[src/rtl/fetch_unit.sv]
`default_nettype none
// ============================================================================
// Module      : fetch_unit
// Description : Instruction fetch with one outstanding imem read, a registered
//               decode handshake and branch redirect/flush. Optional
//               misaligned-target trap via `FETCH_MISALIGN_CHECK_EN.
// Revision    : 1.0 - initial release
// ============================================================================

package pkg_config;
    localparam int DATA_WIDTH = 32;
endpackage

module fetch_unit
    import pkg_config::*;
#(
    parameter logic [DATA_WIDTH-1:0] RESET_PC = 32'h0000_0000
) (
    input  logic                  clk_i,
    input  logic                  rst_i,
    input  logic                  take_i,
    input  logic [DATA_WIDTH-1:0] target_i,
    output logic                  imem_req_o,
    output logic [DATA_WIDTH-1:0] imem_addr_o,
    input  logic                  imem_rvalid_i,
    input  logic [DATA_WIDTH-1:0] imem_rdata_i,
    output logic                  instr_valid_o,
    input  logic                  instr_ready_i,
    output logic [DATA_WIDTH-1:0] instr_o,
    output logic [DATA_WIDTH-1:0] pc_o,
    output logic                  misaligned_o
);

    typedef enum logic [1:0] {
        S_FETCH   = 2'd0,
        S_WAIT    = 2'd1,
        S_DISCARD = 2'd2
    } state_t;

    localparam logic [DATA_WIDTH-1:0] C_PC_STEP = 32'd4;

    state_t                state_q, state_d;
    logic [DATA_WIDTH-1:0] pc_q, pc_d;
    logic [DATA_WIDTH-1:0] instr_q, instr_d;
    logic [DATA_WIDTH-1:0] pc_out_q, pc_out_d;
    logic                  valid_q, valid_d;
    logic                  misaligned_q, misaligned_d;

    logic                  w_transfer;
    logic                  w_issue;
    logic                  w_target_bad;
    logic [DATA_WIDTH-1:0] w_redirect_pc;

`ifdef FETCH_MISALIGN_CHECK_EN
    assign w_target_bad  = |target_i[1:0];
    assign w_redirect_pc = target_i;
`else
    logic w_target_low_unused;
    assign w_target_low_unused = ^target_i[1:0];
    assign w_target_bad        = 1'b0;
    assign w_redirect_pc       = {target_i[DATA_WIDTH-1:2], 2'b00};
`endif

    assign w_transfer = valid_q & instr_ready_i;
    // Issue only when the response is guaranteed a free output slot on arrival.
    assign w_issue    = !rst_i && (state_q == S_FETCH) && !take_i
                        && (!valid_q || instr_ready_i);

    always_comb begin
        state_d      = state_q;
        pc_d         = pc_q;
        instr_d      = instr_q;
        pc_out_d     = pc_out_q;
        valid_d      = valid_q;
        misaligned_d = 1'b0;

        if (w_transfer) begin
            valid_d = 1'b0;
        end

        if (take_i) begin
            valid_d = 1'b0;
            if (w_target_bad) begin
                misaligned_d = 1'b1;
            end else begin
                pc_d = w_redirect_pc;
            end
            // A request still in flight must be swallowed before fetching again.
            if ((state_q == S_FETCH) || imem_rvalid_i) begin
                state_d = S_FETCH;
            end else begin
                state_d = S_DISCARD;
            end
        end else begin
            case (state_q)
                S_FETCH: begin
                    if (w_issue) begin
                        state_d = S_WAIT;
                    end
                end
                S_WAIT: begin
                    if (imem_rvalid_i) begin
                        instr_d  = imem_rdata_i;
                        pc_out_d = pc_q;
                        valid_d  = 1'b1;
                        pc_d     = pc_q + C_PC_STEP;
                        state_d  = S_FETCH;
                    end
                end
                S_DISCARD: begin
                    if (imem_rvalid_i) begin
                        state_d = S_FETCH;
                    end
                end
                default: begin
                    state_d = S_FETCH;
                end
            endcase
        end
    end

    always_ff @(posedge clk_i) begin
        if (rst_i) begin
            state_q      <= S_FETCH;
            pc_q         <= RESET_PC;
            instr_q      <= '0;
            pc_out_q     <= '0;
            valid_q      <= 1'b0;
            misaligned_q <= 1'b0;
        end else begin
            state_q      <= state_d;
            pc_q         <= pc_d;
            instr_q      <= instr_d;
            pc_out_q     <= pc_out_d;
            valid_q      <= valid_d;
            misaligned_q <= misaligned_d;
        end
    end

    assign imem_req_o    = w_issue;
    assign imem_addr_o   = pc_q;
    assign instr_valid_o = valid_q;
    assign instr_o       = instr_q;
    assign pc_o          = pc_out_q;
    assign misaligned_o  = misaligned_q;

endmodule

`default_nettype wire

[config.mk]
export PLATFORM = sky130hd
export DESIGN_NAME = fetch_unit
export DESIGN_NICKNAME = d
export VERILOG_FILES = /design/src/rtl/fetch_unit.sv
export SDC_FILE = /design/constraint.sdc
export NUM_CORES = 1
export LEC_CHECK = 0
export CORE_UTILIZATION = 47
export DETAILED_ROUTE_END_ITERATION = 12
export PLACE_DENSITY = 0.95
export SETUP_SLACK_MARGIN = 0.05
export SYNTH_ARGS = -nofsm -noshare
export SYNTH_HDL_FRONTEND = slang
export SYNTH_SLANG_ARGS = --single-unit
[constraint.sdc]
create_clock -name clk_i -period 4.5 [get_ports clk_i]
set_input_delay 0.9 -clock clk_i [delete_from_list [all_inputs] [get_ports clk_i]]
set_output_delay 0.9 -clock clk_i [all_outputs]
set_load 0.1 [all_outputs]
# ---- After elaboration in Yosys (flattened, before gate mapping)
# Cells that the tools add are included.
dict set report op_classes {
  n_eq_ne 4
  reduce_logical 17
  bitwise_logic 2
  order_cmp 0
  multipliers 0
  shifts 0
  n_addsub 1
  n_div 0
  mux 11
}
# operator n
set ops {}
lappend ops {{$mux W32} 3}
lappend ops {{$add A32 B3 Y32 const B} 1}
lappend ops {{$mux W2} 4}
lappend ops {{$reduce_and A2 Y1} 3}
lappend ops {{$pmux W2 S2} 1}
lappend ops {{$reduce_bool A2 Y1} 2}
lappend ops {{$reduce_or A2 Y1} 2}
lappend ops {{$logic_and A1 B1 Y1} 3}
lappend ops {{$logic_not A1 Y1} 3}
lappend ops {{$mux W1} 3}
lappend ops {{$ne A3 B1 Y1 const B} 1}
lappend ops {{$ne A3 B3 Y1 const B} 1}
lappend ops {{$reduce_and A3 Y1} 1}
lappend ops {{$eq A2 B1 Y1 const B} 1}
lappend ops {{$eq A2 B2 Y1 const B} 1}
lappend ops {{$logic_not A2 Y1} 1}
lappend ops {{$logic_or A1 B1 Y1} 2}
lappend ops {{$and A1 B1 Y1} 1}
lappend ops {{$not A1 Y1} 1}
dict set report word_totals {
  ff_bits 99
  elab_cells 41
  output_inout_bits 99
  romBits 0
  mem_bits_rw 0
  input_bits 69
  latchBits 0
  mem_count 0
}

# ---- Longest topological paths before layout
dict set report logic_depth {
  depth_word 7
  ltp_mapped 7
}

# ---- Worst setup path before layout
# OpenSTA, ideal clock, no wires.
dict set report synth_path {
  kind {input -> output}
  start {input port take_i}
  end {output port imem_req_o}
  required_ps 3600
  setup_slack_ps 1572
  path_stages 3
  arrival_ps 2028
  path_cell_list {clkbuf_1 > nor2_1 > and3_1}
}
dict set report synth_via {
  elab_chain_cells 3
}
# item line
set synth_rtl {}
lappend synth_rtl {{from (decl)} 21} ;# input logic take_i,
lappend synth_rtl {{$logic_not A1 Y1} 66} ;# assign w_issue = !rst_i && (state_q == S_FETCH) && !take_i
lappend synth_rtl {{$logic_and A1 B1 Y1} 66}
lappend synth_rtl {{$logic_and A1 B1 Y1} 67} ;# && (!valid_q || instr_ready_i);
lappend synth_rtl {{to (decl)} 23} ;# output logic imem_req_o,
# Every way passes these cells.

# ---- Final worst setup path
# Same ends and word-level chain as after synthesis.

==> results.md <==
* WL/cell at roughly 15 um
* Antenna violations before repair at 0
* Yosys warns at 0
* Initial core utilization at 49.4%
* Multi-input gate area at 2040 um2
* CP Cell Sequence: clkdlybuf4s50_1 > nor2_1 > and3_1 > buf_4
* Vias in the first global route at 3926
* Reg clk slew, reported paths at 0.10 ns
* Synth area leaders: dfxtp_1, nand2_1, a21oi_1
* Remaining antenna violation count at 0
* Post-CTS resize count at 0
* CTS Hold Buffers Added at 0
* CTS tree: yes
* Worst Setup End Kind: output port
* Layout area overhead at 43.4%
* Post-layout instance area at 5930 um2
* Worst Tran Pin Value at 0.997 ns
* Fmax at 296 MHz
* Number of enable flip-flop cells after synthesis at 0
* GRT Util Overall at between 20% and 30%
* Largest net degree at the start of global routing at 100
* Final clock skew at 0.0142 ns
* Pwr/cell area at between 300 and 400 nW/um2
* Fin. max-slew vios at 0
* Startpoint types: input pin
* Register area share after synthesis at 46.0%
* Die width at approximately 96 um
* Root buffer cell: clkbuf_8
* Max VDD drop at around 0.00019 V
* DIE AREA at 9180 um2
* Commonest cells post-synth: nand2_1, dfxtp_1, a21oi_1, clkbuf_1, nor2_1
* Setup TNS at 0 ns
* CTS Buffer Depth at 2
* Yosys cell types at 45
* Synth area leader: dfxtp_1
* Final worst-path cycle share at 75.2%
* Max-slew headroom at 33.3%
* Worst path max stage delay at ~0.76 ns
* Outcome: finished, final reports clean
* Max-cap viol count at 0
* Post-CTS Setup Bufs at 0
* Slowest library cell on the worst path: clkdlybuf4s50_1
* HPWL after DPL at 8470 um
* Post-place instance area at roughly 5700 um2
* ANT cells at 0
* Mapped Area at 4140 um2
* Setup CP Type: input pin to output port
* Clock tree sinks at 95
* GPL Wtd Cong at 0.820
* # DRC at 0
* TritonRoute pass-1 iters at 7
* DR vias at 4207
* Final hold violation count at 0
* Rows at 33
* Layout cells sized above 1 at approximately 4.3%
* Core area at 8380 um2
* Share of the synthesized area in the top cell type at between 40 and 50%
* Fillcell total at ~660
* Crit Path Max Fanout at 19
* Critical path arrival at 2.48 ns
* First-pass GRT wire length at 18100 um
* Die height at ~96 um
* Most numerous cell in the Yosys netlist: nand2_1
* CTS buffer count at 9
* Grt total ovfl at 0
* Nets at 738
* I/O pins at 168
* Ys flop type: dfxtp_1
* RSZ-0062 raised after global routing: no
* Post-Synthesis Cells at approximately 530
* Iteration-0 DRC Markers at 335
* Mean Syn Cell Area at 7.86 um2
* Vias/cell at 5.43
* Register area at 1900 um2
* Worst-skew pair later-pin latency at 0.36 ns
* Seq cells post-synth at 95
* Port Buffers at 160
* Routed WL at between 10000 and 15000 um
* Worst min-delay path class: flop to flop
* Tmin final at approximately 3.4 ns
* CP Data Required Time at 3.60 ns
* P_leak at 1.95 nW
* Final Setup Violations at 0
* Async set-reset flop share out of synthesis at 0%
* H-Tree Depth at 3
## where the power goes
| group | switching [W] | internal (W) | leakage [nW] |
|---|---|---|---|
| registers | 0.0000426 | 0.000869 | 0.774 |
| logic | 0.000302 | 0.000128 | 1.09 |
| clock network | 0.000302 | 0.000257 | 0.0921 |
## cells by family after synthesis
kind of cell,synth area share [%]
other,0.0907
DFF,46.0
buffers and inverters,5.08
AOI/OAI and AO/OA,17.5
adders and majority gates,0.908
and+or+nand+nor,27.9
xor gates and xnor gates,2.54
## cell usage in the layout, fill, tap and decap left out, types with 9 or more instances in the layout
cell type        instances
a211oi_1                 9
a21oi_1                 73
a311oi_1                11
clkbuf_8                 9
clkdlybuf4s50_1        158
dfxtp_1                 95
inv_1                    9
nand2_1                142
nand3_1                 14
nand4_1                  9
nor2_1                  26
nor4_1                   9
## flip-flops by register name (all words and copies together), names as in the netlist
name / cells
instr_o: 32
imem_addr_o: 30
pc_o: 30
state_q: 2
instr_valid_o: 1
## stage by stage
| stage | hold slack (ns) | cells | worst slack (ns) | util, % | total power [W] |
|---|---|---|---|---|---|
| after global routing | 0.479 | 775 | 0.990 | 70.8 | 0.00198 |
| after CTS | 0.459 | 775 | 1.11 | 70.8 | 0.00191 |
| after global placement | 0.441 | 760 | 1.16 | 68.5 | 0.00135 |
| after floorplan | 0.454 | 530 | 1.57 | - | 0.00122 |
| final | 0.458 | 775 | 1.12 | 70.8 | 0.00190 |
| after detailed placement | 0.446 | 760 | 1.12 | 68.5 | 0.00136 |
## worst paths after layout
check / startpoint / end / slack (ns) / depth (start not counted)
hold / removal: pc_o[12]$_SDFFE_PP0P_ / pc_o[12]$_SDFFE_PP0P_ / 0.46 / 2
hold reg to reg: pc_o[12]$_SDFFE_PP0P_ / pc_o[12]$_SDFFE_PP0P_ / 0.46 / 2
setup reg to reg: state_q[1]$_SDFFE_PP0P_ / imem_addr_o[21]$_SDFFE_PP0P_ / 2.27 / 6
setup / recovery: take_i / imem_req_o / 1.12 / 4
## worst max-delay path, delay by kind of cell
| kind | cells | cell delay, ns |
|---|---|---|
| buffers and inverters | 2 | 1.05 |
| and+or+nand+nor | 2 | 0.53 |
## cell type report
| type | count | share of cell area, % |
|---|---|---|
| multi-input combinational | 386 | 34.4 |
| sequential | 95 | 32.1 |
| timing repair buffer | 165 | 27.5 |
| tap | 105 | 2.21 |
| clock buffer | 9 | 2.09 |
| clock inverter | 6 | 1.14 |
| inverter | 9 | 0.569 |
## metal layers
| metal | share of wire [%] | wire length, um | track usage [%] |
|---|---|---|---|
| met1 | 40 | 4710 | 29.9 |
| met2 | 50 | 5900 | 45.1 |
| met5 | 0 | 0 | 0 |
| met3 | 7.6 | 892 | 5.37 |
| met4 | 1.8 | 215 | 9.58 |
No activity file was read; power rests on OpenSTA's default activity.
